`src/rtl/vga_timing_pkg.sv`:
```
// -----------------------------------------------------------------------------
// vga_timing_pkg
//   Shared video constants: the default 640x480@60 timing set and the counter
//   widths used by the timing generator, the video output stage and the
//   display controllers. Also holds a small window-decode helper.
// -----------------------------------------------------------------------------
package vga_timing_pkg;

  // Counter widths: pixel_x covers totals up to 2048, pixel_y up to 1024.
  localparam int VGA_X_W = 11;
  localparam int VGA_Y_W = 10;

  localparam int VGA_H_TOTAL_MAX = 1 << VGA_X_W;
  localparam int VGA_V_TOTAL_MAX = 1 << VGA_Y_W;

  // 640x480@60 with a 25.175 MHz pixel clock.
  localparam int VGA_H_VISIBLE = 640;
  localparam int VGA_H_FRONT   = 16;
  localparam int VGA_H_SYNC    = 96;
  localparam int VGA_H_BACK    = 48;
  localparam int VGA_V_VISIBLE = 480;
  localparam int VGA_V_FRONT   = 10;
  localparam int VGA_V_SYNC    = 2;
  localparam int VGA_V_BACK    = 33;

  // True when lo <= v <= hi (inclusive window).
  function automatic logic in_window(input int v, input int lo, input int hi);
    return (v >= lo) && (v <= hi);
  endfunction

endpackage

```
`src/rtl/vga_timing.sv`:
```
// -----------------------------------------------------------------------------
// vga_timing
//   Horizontal/vertical raster counters plus sync/blank decode for a VGA-style
//   display. Every output is a register; the flags are decoded from the
//   next-state counter values so they describe exactly the pixel presented on
//   pixel_x/pixel_y in the same cycle.
//
// Ports
//   pixel_clock  in   sole clock, rising edge
//   reset        in   synchronous, active-high
//   pixel_ce     in   pixel advance enable; everything holds while low
//   h_synch      out  horizontal sync, active-low
//   v_synch      out  vertical sync, active-low
//   blank        out  high outside the visible region
//   pixel_x      out  horizontal count 0..H_TOTAL-1
//   pixel_y      out  vertical count 0..V_TOTAL-1
//   line_start   out  high while pixel_x == 0
//   frame_start  out  high while pixel_x == 0 and pixel_y == 0
// -----------------------------------------------------------------------------
module vga_timing
  import vga_timing_pkg::*;
#(
  parameter int H_VISIBLE = VGA_H_VISIBLE,
  parameter int H_FRONT   = VGA_H_FRONT,
  parameter int H_SYNC    = VGA_H_SYNC,
  parameter int H_BACK    = VGA_H_BACK,
  parameter int V_VISIBLE = VGA_V_VISIBLE,
  parameter int V_FRONT   = VGA_V_FRONT,
  parameter int V_SYNC    = VGA_V_SYNC,
  parameter int V_BACK    = VGA_V_BACK
) (
  input  logic               pixel_clock,
  input  logic               reset,
  input  logic               pixel_ce,
  output logic               h_synch,
  output logic               v_synch,
  output logic               blank,
  output logic [VGA_X_W-1:0] pixel_x,
  output logic [VGA_Y_W-1:0] pixel_y,
  output logic               line_start,
  output logic               frame_start
);

  localparam int H_TOTAL  = H_VISIBLE + H_FRONT + H_SYNC + H_BACK;
  localparam int V_TOTAL  = V_VISIBLE + V_FRONT + V_SYNC + V_BACK;
  localparam int HS_FIRST = H_VISIBLE + H_FRONT;
  localparam int HS_LAST  = HS_FIRST + H_SYNC - 1;
  localparam int VS_FIRST = V_VISIBLE + V_FRONT;
  localparam int VS_LAST  = VS_FIRST + V_SYNC - 1;

  localparam logic [VGA_X_W-1:0] X_LAST = VGA_X_W'(H_TOTAL - 1);
  localparam logic [VGA_Y_W-1:0] Y_LAST = VGA_Y_W'(V_TOTAL - 1);

  localparam bit PARAMS_BAD =
      (H_VISIBLE == 0) || (H_FRONT == 0) || (H_SYNC == 0) || (H_BACK == 0) ||
      (V_VISIBLE == 0) || (V_FRONT == 0) || (V_SYNC == 0) || (V_BACK == 0) ||
      (H_TOTAL > VGA_H_TOTAL_MAX) || (V_TOTAL > VGA_V_TOTAL_MAX);

  generate
    if (PARAMS_BAD) begin : g_bad_params
      $error("vga_timing: zero timing parameter or total exceeds counter range");
    end
  endgenerate

  logic [VGA_X_W-1:0] x_q, x_d;
  logic [VGA_Y_W-1:0] y_q, y_d;
  // Low after reset: the first enabled edge presents pixel (0,0) instead of
  // advancing, so the raster restarts cleanly from the top-left pixel.
  logic               run_q, run_d;
  logic               hs_q, hs_d;
  logic               vs_q, vs_d;
  logic               blank_q, blank_d;
  logic               ls_q, ls_d;
  logic               fs_q, fs_d;

  always_comb begin
    x_d     = x_q;
    y_d     = y_q;
    run_d   = run_q;
    hs_d    = hs_q;
    vs_d    = vs_q;
    blank_d = blank_q;
    ls_d    = ls_q;
    fs_d    = fs_q;

    if (pixel_ce) begin
      run_d = 1'b1;
      if (!run_q) begin
        x_d = '0;
        y_d = '0;
      end else if (x_q == X_LAST) begin
        x_d = '0;
        y_d = (y_q == Y_LAST) ? '0 : y_q + VGA_Y_W'(1);
      end else begin
        x_d = x_q + VGA_X_W'(1);
      end

      // Decode from the next-state counters so flags and counters register
      // together with no skew.
      hs_d    = !in_window(int'(x_d), HS_FIRST, HS_LAST);
      vs_d    = !in_window(int'(y_d), VS_FIRST, VS_LAST);
      blank_d = (int'(x_d) >= H_VISIBLE) || (int'(y_d) >= V_VISIBLE);
      ls_d    = (x_d == '0);
      fs_d    = (x_d == '0) && (y_d == '0);
    end
  end

  // Raster state register; reset aborts any line or sync pulse in progress.
  always_ff @(posedge pixel_clock) begin
    if (reset) begin
      x_q     <= '0;
      y_q     <= '0;
      run_q   <= 1'b0;
      hs_q    <= 1'b1;
      vs_q    <= 1'b1;
      blank_q <= 1'b1;
      ls_q    <= 1'b0;
      fs_q    <= 1'b0;
    end else begin
      x_q     <= x_d;
      y_q     <= y_d;
      run_q   <= run_d;
      hs_q    <= hs_d;
      vs_q    <= vs_d;
      blank_q <= blank_d;
      ls_q    <= ls_d;
      fs_q    <= fs_d;
    end
  end

  assign pixel_x     = x_q;
  assign pixel_y     = y_q;
  assign h_synch     = hs_q;
  assign v_synch     = vs_q;
  assign blank       = blank_q;
  assign line_start  = ls_q;
  assign frame_start = fs_q;

endmodule

```
`config.mk`:
```
export PLATFORM = sky130hd
export DESIGN_NAME = vga_timing
export DESIGN_NICKNAME = d
export VERILOG_FILES = /design/src/rtl/vga_timing_pkg.sv /design/src/rtl/vga_timing.sv
export SDC_FILE = /design/constraint.sdc
export NUM_CORES = 1
export LEC_CHECK = 0
export ABC_AREA = 0
export CAP_MARGIN = 5
export CORE_UTILIZATION = 49
export DETAILED_ROUTE_END_ITERATION = 10
export PLACE_DENSITY = 0.76
export SLEW_MARGIN = 20
export SYNTH_ARGS = -nofsm -noshare
export SYNTH_HDL_FRONTEND = slang
export SYNTH_SLANG_ARGS = --single-unit
```
`constraint.sdc`:
```
create_clock -name pixel_clock -period 2.45 [get_ports pixel_clock]
set_clock_uncertainty 0.15 [all_clocks]
set_input_delay 0.245 -clock pixel_clock [delete_from_list [all_inputs] [get_ports pixel_clock]]
set_output_delay 0.245 -clock pixel_clock [all_outputs]
set_load 0.1 [all_outputs]
```
Word-level counts from Yosys, hierarchy flattened
Index checks and enable logic that the tools add are counted.
{"block": "totals", "regBits": 27, "romBits": 0, "mem_count": 0, "ram_bits": 0, "output_inout_bits": 26, "input_bits": 3, "latchBits": 0, "word_cells": 33}
{"block": "op_classes", "n_reduce_logical": 8, "bitwise": 0, "div_mod_pow": 0, "muxes": 7, "addsub": 2, "n_shift": 0, "order_cmp": 6, "mul": 0, "eq_ne": 2}
{"operator": "10-bit 2-to-1 mux", "count": 4}
{"operator": "11-bit 2-to-1 mux", "count": 3}
{"operator": "11-bit by 10-bit >= comparator with 1-bit output (second input constant)", "count": 2}
{"operator": "10-bit by 9-bit >= comparator with 1-bit output (second input constant)", "count": 2}
{"operator": "11-bit by 1-bit adder with 11-bit output (second input constant)", "count": 1}
{"operator": "11-bit by 10-bit == test with 1-bit output (second input constant)", "count": 1}
{"operator": "11-bit by 10-bit <= comparator with 1-bit output (second input constant)", "count": 1}
{"operator": "11-bit zero test", "count": 1}
{"operator": "10-bit by 1-bit adder with 10-bit output (second input constant)", "count": 1}
{"operator": "10-bit == test (second input constant)", "count": 1}
{"operator": "10-bit by 9-bit <= comparator with 1-bit output (second input constant)", "count": 1}
{"operator": "10-bit zero test", "count": 1}
{"operator": "1-bit logical AND", "count": 3}
{"operator": "1-bit zero test", "count": 2}
{"operator": "1-bit logical OR", "count": 1}

Longest topological paths before layout
Gate-level depths: netlist (run 1).
{"block": "depth", "ltp_word": 8, "ltp_mapped": 10, "ltp_nobuf": 8}

Worst setup path after synthesis (run 1)
Ideal clock, no wire load.
{"block": "synth_path", "kind": "register -> register", "startpoint": "reg x_q[1], in the netlist pixel_x[1]", "endpoint": "reg vs_q, in the netlist v_synch", "stages_incl_launch_ff": 9, "path_buffers": 1, "synth_period_minus_slack_ns": 3.517, "setup_slack_ns": -1.067, "setup_ns": 0.129, "arrival_time_ns": 3.238, "required_time_ns": 2.171, "path_cell_list": "dfxtp_1 > ha_1 > nand4_1 > or3_1 > buf_2 > or4_4 > and2_4 > nor4_4 > a31oi_1"}
{"block": "synth_via", "elab_chain_cells": 7, "word_cells_on_any_way": 8, "classes_between": "order compare (2); eq/ne (1); mux (3); reduce/logical (2)"}
{"element": "from (decl)", "line": "vga_timing.sv:65", "text": "logic [VGA_X_W-1:0] x_q, x_d;"}
{"element": "from (signal assigned)", "line": "vga_timing.sv:111", "text": "x_q <= '0;"}
{"element": "from (signal assigned)", "line": "vga_timing.sv:120", "text": "x_q <= x_d;"}
{"element": "11-bit by 10-bit == test with 1-bit output *", "line": "vga_timing.sv:91", "text": "end else if (x_q == X_LAST) begin"}
{"element": "10-bit 2-to-1 mux *", "line": "vga_timing.sv:91"}
{"element": "10-bit 2-to-1 mux *", "line": "vga_timing.sv:88", "text": "if (!run_q) begin"}
{"element": "10-bit 2-to-1 mux *", "line": "vga_timing.sv:86", "text": "if (pixel_ce) begin"}
{"element": "10-bit by 9-bit >= comparator with 1-bit output or 10-bit by 9-bit <= comparator with 1-bit output (tied branches)", "line": "vga_timing_pkg.sv:28", "text": "return (v >= lo) && (v <= hi);"}
{"element": "1-bit logical AND *", "line": "vga_timing_pkg.sv:28"}
{"element": "1-bit zero test *", "line": "vga_timing.sv:101", "text": "vs_d = !in_window(int'(y_d), VS_FIRST, VS_LAST);"}
{"element": "to (signal assigned)", "line": "vga_timing.sv:124", "text": "vs_q <= vs_d;"}
{"element": "to (decl)", "line": "vga_timing.sv:71", "text": "logic vs_q, vs_d;"}
Every way passes the cells marked *; elsewhere a longest branch is shown, timed or not. The select of a mux whose other input is x is not followed.
A chain may end at the register's enable or synchronous reset.

Final worst setup path (run 1)
{"block": "layout_path", "startpoint": "reg x_q[1], in the netlist pixel_x[1]", "endpoint": "reg fs_q, in the netlist frame_start"}
{"block": "layout_via", "elab_chain_cells": 6, "word_cells_on_any_way": 11, "classes_between": "add/sub (1); eq/ne (1); mux (6); reduce/logical (3)"}
{"element": "11-bit by 1-bit adder with 11-bit output or 11-bit by 10-bit == test with 1-bit output (tied branches)", "line": "vga_timing.sv:95, vga_timing.sv:91"}
{"element": "11-bit 2-to-1 mux or 10-bit 2-to-1 mux (tied branches)", "line": "vga_timing.sv:91"}
{"element": "11-bit 2-to-1 mux or 10-bit 2-to-1 mux (tied branches)", "line": "vga_timing.sv:88"}
{"element": "11-bit 2-to-1 mux or 10-bit 2-to-1 mux (tied branches)", "line": "vga_timing.sv:86"}
{"element": "11-bit zero test or 10-bit zero test (tied branches)", "line": "vga_timing.sv:104", "text": "fs_d = (x_d == '0) && (y_d == '0);"}
{"element": "1-bit logical AND *", "line": "vga_timing.sv:104"}
{"element": "to (signal assigned)", "line": "vga_timing.sv:127", "text": "fs_q <= fs_d;"}
{"element": "to (decl)", "line": "vga_timing.sv:74", "text": "logic fs_q, fs_d;"}
Marks and branches as above.

==> results of run 1 <==
## cells in the final DEF, fill, tap and decap left out, types with 3 or more instances in the layout
cell      synthesis  final
a211oi_1          4      4
a21oi_1          26     26
a31oi_1           3      3
and2_1            3      3
and3_1            3      3
buf_4             1     54
clkbuf_8          0      3
dfxtp_1          27     10
dfxtp_2           0     10
dfxtp_4           0      7
inv_1             7      7
nand2_1          18     18
nand3_1          15     15
nand4_1           8      8
nor2_1           28     28
nor3_1            9      9
nor3b_1           6      6
nor4_1            6      5
o211ai_1          3      3
o21ai_0          14     14
or2_2             4      4
or3_1             6      5
or4_1             4      4
xnor2_1           7      7
## power groups by stage
stage	Combinational [uW]	Clock [uW]	Sequential, uW
floorplan	41.5	0	488
global placement	113	0	451
detailed placement	113	0	452
CTS	114	262	441
global route	123	284	442
finish	115	256	441
## area by class of cell
type	count	area (sq um)
Tap cell	48	60.1
Multi-Input combinational cell	211	1330
Timing Repair Buffer	56	425
Fill cell	343	1300
Sequential cell	27	579
Inverter	7	26.3
Clock buffer	4	45.0
## worst paths after layout
check	end	slack (ns)
setup / recovery	frame_start	0.09
setup reg to reg	frame_start	0.09
hold reg to reg	frame_start	0.35
hold / removal	frame_start	0.35
## cells by family after synthesis
logic type	after synthesis	synth area share, %
adders and majority gates	3	1.89
buffers and inverters	32	7.17
and+or+nand+nor	125	36.0
AOI/OAI and AO/OA	72	22.8
muxes	2	1.01
DFF	27	27.2
xor gates and xnor gates	9	3.96
## per-stage QoR
stage / util [%] / hold WS (ns) / cell area (sq um) / cells
2_1_floorplan: - / 0.306 / 2050 / 270
3_3_place_gp: 63.9 / 0.319 / 2410 / 349
3_5_place_dp: 63.9 / 0.327 / 2410 / 349
4_1_cts: 65.2 / 0.350 / 2460 / 353
5_1_grt: 65.5 / 0.387 / 2470 / 353
6_report: 65.5 / 0.354 / 2470 / 353
## worst register-to-register path, delay by kind of cell (launching register included)
family | cells | cell delay, ns
AOI/OAI and AO/OA | 3 | 0.62
DFF | 1 | 0.37
adders and majority gates | 1 | 0.16
and+or+nand+nor | 3 | 1.01
## sequential cells by signal (all words and copies together) (netlist names)
name and flops:
blank 1, frame_start 1, h_synch 1, line_start 1, pixel_x 11, pixel_y 10, run_q 1, v_synch 1
## repair_timing
action                     in CTS  in global routing
buffers inserted                0                  0
resized for setup               1                  2
setup endpoints to repair       1                  3
## layer usage
layer,wire length [microns],global-route usage [%]
met2,2420,43.5
met3,370,4.69
met1,2600,40.7
met4,27,4.89
met5,0,0
==> results.py, run 1 <==
metrics = {
    "clock_network": {
        "clock_path_buffers": 2,
        "clkSinkCount": 27,
        "holdBufCountCts": 0,
        "h-tree-depth": 1,
        "cts_inserted_buffers": 3,
        "clk_pin_slew_ns": 0.09,
        "clk_latency_ns": 0.27,
        "cts_tree": "built",
        "cts_root_buf": "clkbuf_8",
    },
    "global_route": {
        "antenna_found_initial": 0,
        "grt_max_degree": 23,
        "grt_pass1_vias": 1943,
        "gr-total-overflow": 0,
        "grt.total_usage_pct": 28.1,
        "grt_pass1_wl_microns": 9450,
    },
    "cells_and_area": {
        "drive_gt1_share_pct": 29.2,
        "area_growth_pct": 24.2,
        "nets": 312,
        "n_antenna_cell": 0,
    },
    "worst_setup_path": {
        "cpPeakStageDelay_ns": 0.48,
        "required_ns": 2.52,
        "cp_num_buf_inv": 0,
        "cp-startpoint": "pixel_x[1]",
        "crit_chain": "ha_4 > nand4_1 > or3_4 > or4_1 > a22o_1 > o31ai_1 > a32o_1",
        "cp_top_family": "simple AND/OR/NAND/NOR gates",
        "r2r_start": "pixel_x[1]",
        "crit_arrival_ns": 2.44,
        "end_kind": "flip-flop",
        "slowest_stage": "or4_1",
        "cp_num_cells": 7,
        "worstRegToRegCells": 7,
        "worstPathMaxFanout": 7,
        "crit_type": "reg -> reg",
        "critPathLaunchType": "flip-flop",
    },
    "power_and_ir_drop": {
        "power_frac_comb_pct": 14.2,
        "cellLeakagePower_uw": 0.000931,
        "vdd_drop_max_mv": 0.262,
        "p_clk_share_pct": 31.5,
        "p_int_uw": 586,
        "power_density_mw_per_mm2": 329,
        "swShare_pct": 27.9,
        "pwr-share-seq_pct": 54.3,
        "finalPower_uw": 812,
        "switching_power_uw": 226,
    },
    "synth": {
        "synth.most_common_cell": "nor2_1",
        "yosysWarnings": 0,
        "synth_nets": 276,
        "ys_seq_area_share_pct": 27.2,
        "synth_flop_cell": "dfxtp_1",
        "synth_common_cells": "28 x nor2_1, 27 x dfxtp_1, 26 x a21oi_1",
        "synth.area.top_cells": "dfxtp_1 27%, a21oi_1 6.5%, nor2_1 5.3%, nand3_1 3.8%, o21ai_0 3.5%",
        "syn_area_per_cell_sq_um": 7.36,
        "netlist_instances": 270,
        "synth.cell_area_sq_mm": 0.00199,
        "synth_edf_count": 0,
        "ys_types": 58,
        "synth_top_area_share_pct": 27.2,
        "yosys.area.top_type": "dfxtp_1",
        "async_flop_share_pct": 0,
        "ys_ff_latch": 27,
    },
    "job": {
        "max_cap_viol_count": 0,
    },
    "placed_design": {
        "gp_congestion": 0.968,
        "place_hpwl_microns": 3920,
        "io_buffers": 28,
        "place_ws_ns": 0.0343,
    },
    "route": {
        "vias_per_cell": 6.10,
        "drtIter0Drc": 223,
        "postRouteWirelength_microns": 5420,
        "vias": 2153,
        "firstDrtPassIters": 5,
        "drc": 0,
        "routedWlPerCell_microns": 15.3,
        "antenna_left": 0,
    },
    "worst_hold_path": {
        "min_path_type": "reg -> reg",
        "hold_depth": 1,
        "hold_start": "frame_start",
    },
    "sta": {
        "finalHoldViolCount": 0,
        "rsz0062_at_grt": "yes",
        "maxSlewHeadroom_pct": 67.2,
        "period_share_pct": 96.5,
        "drv_slew": 0,
        "fin_tns_setup_ns": 0,
        "fmax_mhz": 423,
        "tightest_slew_ns": 0.491,
        "finalSetupViolCount": 0,
        "fin_crit_ns": 2.36,
        "setup_ws_ns": 0.0857,
    },
    "die": {
        "num_rows": 22,
        "die_w_microns": 65.7,
        "initial_core_util_pct": 52.7,
        "die_area_sq_mm": 0.00432,
        "die_h_microns": 65.7,
        "io_pins": 29,
        "core_area_sq_mm": 0.00377,
    },
    "outcome": {
        "status": "complete, no violations",
    },
}
Power figures use the tool's default switching activity.
==> inputs of run 2 (changes only) <==
--- a/config.mk
+++ b/config.mk
@@ -7,9 +7,11 @@
 export LEC_CHECK = 0
 export ABC_AREA = 0
 export CAP_MARGIN = 5
-export CORE_UTILIZATION = 49
+export CORE_UTILIZATION = 57
+export CTS_BUF_LIST = sky130_fd_sc_hd__clkbuf_4 sky130_fd_sc_hd__clkbuf_8 sky130_fd_sc_hd__clkbuf_16
 export DETAILED_ROUTE_END_ITERATION = 10
-export PLACE_DENSITY = 0.76
+export DONT_BUFFER_PORTS = 1
+export PLACE_DENSITY = 0.75
 export SLEW_MARGIN = 20
 export SYNTH_ARGS = -nofsm -noshare
 export SYNTH_HDL_FRONTEND = slang
==> results.py, run 2 (same netlist as run 1, synthesis figures left out) <==
metrics = {
    "clock_network": {
        "clkSinkCount": 27,
        "cts_root_buf": "clkbuf_4",
        "clk_pin_slew_ns": 0.14,
        "clk_latency_ns": 0.32,
        "h-tree-depth": 1,
        "cts_inserted_buffers": 3,
        "cts_tree": "built",
        "cts_setup_buffers": 0,
        "clock_path_buffers": 2,
    },
    "worst_setup_path": {
        "cp_top_family": "simple AND/OR/NAND/NOR gates",
        "worstPathMaxFanout": 7,
        "crit_chain": "or3b_2 > or3_4 > nor2_1 > nand3_1 > or3_1 > a21oi_1",
        "end_kind": "flip-flop",
        "crit_type": "reg -> reg",
        "r2r_slack_ns": 0.08,
        "cpPeakStageDelay_ns": 0.50,
        "cp_num_buf_inv": 0,
        "critPathLaunchType": "flip-flop",
        "required_ns": 2.55,
        "crit_arrival_ns": 2.47,
        "slowest_stage": "or3b_2",
    },
    "die": {
        "core_area_sq_mm": 0.00334,
        "die_area_sq_mm": 0.00373,
        "die_h_microns": 61.1,
        "die_w_microns": 61.1,
        "num_rows": 21,
        "io_pins": 29,
        "initial_core_util_pct": 59.6,
    },
    "cells_and_area": {
        "finalNonFillerCells": 339,
        "largest_reg_flops": 11,
        "area_growth_pct": 20.8,
        "n_antenna_cell": 0,
        "drive_gt1_share_pct": 28.3,
        "layout_common_cells": "38 x buf_4, 28 x nor2_1, 26 x a21oi_1",
        "final_common_cell": "buf_4",
        "utilization_pct": 72.0,
        "nets": 300,
    },
    "sta": {
        "maxSlewHeadroom_pct": 24.0,
        "hold_ws_ns": 0.0354,
        "finalHoldViolCount": 0,
        "setup_ws_ns": 0.0803,
        "fmax_mhz": 422,
        "rsz0062_at_grt": "yes",
        "period_share_pct": 96.7,
        "fin_tns_setup_ns": 0,
        "fin_crit_ns": 2.37,
        "finalSetupViolCount": 0,
        "drv_slew": 0,
        "tightest_slew_ns": 1.14,
    },
    "route": {
        "drc": 0,
        "postRouteWirelength_microns": 5530,
        "vias": 2134,
        "vias_per_cell": 6.29,
        "routedWlPerCell_microns": 16.3,
        "drtIter0Drc": 217,
        "firstDrtPassIters": 4,
        "antenna_left": 0,
    },
    "placed_design": {
        "place_ws_ns": 0.0283,
        "place_hpwl_microns": 3840,
        "gp_congestion": 0.924,
        "dp_cells": 332,
        "io_buffers": 0,
    },
    "outcome": {
        "status": "complete, no violations",
    },
    "global_route": {
        "grt_pass1_vias": 1834,
        "grt.total_usage_pct": 30.8,
        "antenna_found_initial": 0,
        "grt_pass1_wl_microns": 8560,
        "grt_max_degree": 30,
        "gr-total-overflow": 0,
    },
    "worst_hold_path": {
        "min_path_type": "in -> reg",
    },
    "power_and_ir_drop": {
        "power_density_mw_per_mm2": 313,
        "cellLeakagePower_uw": 0.000869,
        "vdd_drop_max_mv": 0.149,
    },
    "job": {
        "max_cap_viol_count": 0,
    },
}
[run 2: area by class of cell]
cell class,count,area [sq um]
Multi-Input combinational cell,211,1360
Clock buffer,4,30.0
Inverter,7,26.3
Tap cell,46,57.6
Sequential cell,27,579
Fill cell,286,935
Timing Repair Buffer,44,349
[run 2: worst register-to-register path, cell delays in order (launching register included)]
cell and delay [ns]:
dfxtp_4 0.41, or3b_2 0.50, or3_4 0.37, nor2_1 0.25, nand3_1 0.11, or3_1 0.36, a21oi_1 0.14
[run 2: through the flow]
| stage | total power, uW | cell area [sq um] |
|---|---|---|
| after global placement | 538 | 2290 |
| after floorplan | 530 | 2050 |
| after CTS | 762 | 2350 |
| after global routing | 791 | 2400 |
| final | 753 | 2400 |
| after detailed placement | 540 | 2290 |
[run 2: routing by layer]
metal | up-vias | GRT usage, % | wire length [microns]
li1 | 1039 | - | -
met1 | 1010 | 40.9 | 2430
met2 | 76 | 51.2 | 2700
met3 | 9 | 3.36 | 307
met4 | 0 | 11.7 | 93
met5 | - | 0 | 0
[run 2: repair_timing]
item                                   in CTS  in global routing
setup endpoints to repair                   0                 14
hold buffers                                3                  0
endpoints found under the hold margin      27                  0
gates resized for setup                     0                 12
[run 2: path summary, 6_finish.rpt]
| check | start | endpoint | cells past startpoint |
|---|---|---|---|
| max | pixel_x[4] | pixel_y[7] | 6 |
| min | pixel_ce | h_synch | 3 |
| max reg2reg | pixel_x[4] | pixel_y[7] | 6 |
| min reg2reg | pixel_y[6] | pixel_y[6] | 2 |
[run 2: where the power goes]
group          switching [uW]  leakage, uW  internal, uW
logic                    68.3     0.000621          23.8
registers                16.7     0.000230           438
clock network             131    0.0000184          74.8
==> inputs of run 3 (changes only) <==
--- a/config.mk
+++ b/config.mk
@@ -8,11 +8,12 @@
 export ABC_AREA = 0
 export CAP_MARGIN = 5
 export CORE_UTILIZATION = 57
-export CTS_BUF_LIST = sky130_fd_sc_hd__clkbuf_4 sky130_fd_sc_hd__clkbuf_8 sky130_fd_sc_hd__clkbuf_16
 export DETAILED_ROUTE_END_ITERATION = 10
 export DONT_BUFFER_PORTS = 1
 export PLACE_DENSITY = 0.75
+export SETUP_SLACK_MARGIN = 0.15
 export SLEW_MARGIN = 20
 export SYNTH_ARGS = -nofsm -noshare
 export SYNTH_HDL_FRONTEND = slang
 export SYNTH_SLANG_ARGS = --single-unit
+export TNS_END_PERCENT = 10
==> results.py, run 3 (same netlist as run 1, synthesis figures left out) <==
metrics = {
    "outcome": {
        "status": "finished, violations left",
        "violations": "hold timing",
    },
    "placed_design": {
        "dp_cells": 331,
        "io_buffers": 0,
        "place_ws_ns": 0.0866,
        "gp_congestion": 0.908,
        "place_hpwl_microns": 3870,
    },
    "power_and_ir_drop": {
        "finalPower_uw": 735,
        "p_int_uw": 527,
        "vdd_drop_max_mv": 0.164,
        "pwr-share-seq_pct": 61.5,
        "p_clk_share_pct": 27.0,
        "switching_power_uw": 207,
        "cellLeakagePower_uw": 0.000923,
        "power_density_mw_per_mm2": 294,
        "swShare_pct": 28.2,
        "power_frac_comb_pct": 11.5,
    },
    "worst_setup_path": {
        "critPathLaunchType": "flip-flop",
        "crit_arrival_ns": 2.47,
        "cpPeakStageDelay_ns": 0.51,
        "cpMostUsedCell": "o31ai_2",
        "worstPathMaxFanout": 4,
        "crit_chain": "or3b_2 > or3_4 > o31ai_2 > buf_4 > nand3_1 > o31ai_2 > a32o_1",
        "slowest_stage": "or3b_2",
        "crit_type": "reg -> reg",
        "cp_num_buf_inv": 1,
        "required_ns": 2.58,
        "end_kind": "flip-flop",
        "cp_top_family": "simple AND/OR/NAND/NOR gates",
    },
    "global_route": {
        "antenna_found_initial": 0,
        "grt_pass1_wl_microns": 8710,
        "grt.total_usage_pct": 31.1,
        "grt_pass1_vias": 1976,
        "grt_max_degree": 30,
        "gr-total-overflow": 0,
    },
    "clock_network": {
        "clk_pin_slew_ns": 0.15,
        "cts_tree": "built",
        "cts_root_buf": "clkbuf_4",
        "cts_inserted_buffers": 3,
        "clock_path_buffers": 2,
        "h-tree-depth": 1,
        "clk_latency_ns": 0.33,
        "clkSinkCount": 27,
        "holdBufCountCts": 9,
    },
    "sta": {
        "fin_crit_ns": 2.34,
        "setup_ws_ns": 0.111,
        "period_share_pct": 95.5,
        "fmax_mhz": 427,
        "finalHoldViolCount": 20,
        "rsz0062_at_grt": "yes",
        "finalSetupViolCount": 0,
        "fin_tns_setup_ns": 0,
        "drv_slew": 0,
        "hold_ws_ns": -0.194,
        "maxSlewHeadroom_pct": 36.5,
        "tightest_slew_ns": 0.951,
    },
    "die": {
        "initial_core_util_pct": 59.6,
        "core_area_sq_mm": 0.00334,
        "die_w_microns": 61.1,
        "num_rows": 21,
        "io_pins": 29,
        "die_area_sq_mm": 0.00373,
        "die_h_microns": 61.1,
    },
    "cells_and_area": {
        "final_common_cell": "buf_4",
        "drive_gt1_share_pct": 27.4,
        "finalNonFillerCells": 349,
        "n_antenna_cell": 0,
        "layout_common_cells": "40 x buf_4, 28 x nor2_1, 26 x a21oi_1",
        "largest_reg_flops": 11,
        "nets": 310,
        "area_growth_pct": 25.7,
    },
    "route": {
        "firstDrtPassIters": 4,
        "vias": 2214,
        "antenna_left": 0,
        "drtIter0Drc": 175,
        "drc": 0,
        "postRouteWirelength_microns": 5650,
        "vias_per_cell": 6.34,
        "routedWlPerCell_microns": 16.2,
    },
    "worst_hold_path": {
        "min_path_type": "in -> reg",
    },
    "job": {
        "max_cap_viol_count": 0,
    },
}
run 3: timing repair:
action / 4_1_cts / 5_1_grt
buffers inserted: 5 / 0
resized for setup: 8 / 7
hold endpoints to repair: 27 / 20
pin swaps: 7 / 0
endpoints found under the setup margin: 5 / 8
run 3: cell type report:
cell class                 count  area, sq um
inverter                       7         26.3
clock buffer                   4         26.3
fill                         255          837
timing repair buffer          54          447
tap                           46         57.6
multi-input combinational    211         1360
sequential                    27          582
run 3: worst paths after layout:
| path | start | end | slack (ns) | depth (start not counted) |
|---|---|---|---|---|
| worst max-delay path | pixel_x[5] | frame_start | 0.11 | 7 |
| worst min-delay path | reset | pixel_x[10] | -0.19 | 1 |
| worst max register to register | pixel_x[5] | frame_start | 0.11 | 7 |
| worst min register to register | pixel_y[6] | pixel_y[6] | 0.40 | 2 |
run 3: layer usage:
layer  up-vias  global-route usage (%)  share of wire, %
li1       1067                       -                 -
met1      1040                    37.6                43
met2        89                    53.0                49
met3        18                    5.25               5.8
met4         0                    16.2               2.9
met5         -                       0                 0
run 3: stage by stage:
| step | instance area (sq um) | hold WS (ns) | utilization [%] |
|---|---|---|---|
| detailed placement | 2280 | 0.161 | 68.3 |
| finish | 2500 | -0.194 | 74.9 |
| global placement | 2280 | 0.160 | 68.3 |
| floorplan | 2040 | 0.306 | - |
| CTS | 2470 | -0.206 | 73.9 |
| global route | 2500 | -0.224 | 74.9 |
run 3: power by group through the flow:
| stage | Sequential [uW] | Combinational (uW) | Clock [uW] |
|---|---|---|---|
| floorplan | 488 | 41.5 | 0 |
| global placement | 463 | 77.3 | 0 |
| detailed placement | 464 | 77.1 | 0 |
| CTS | 454 | 83.3 | 208 |
| global route | 453 | 90.5 | 223 |
| finish | 452 | 84.4 | 198 |
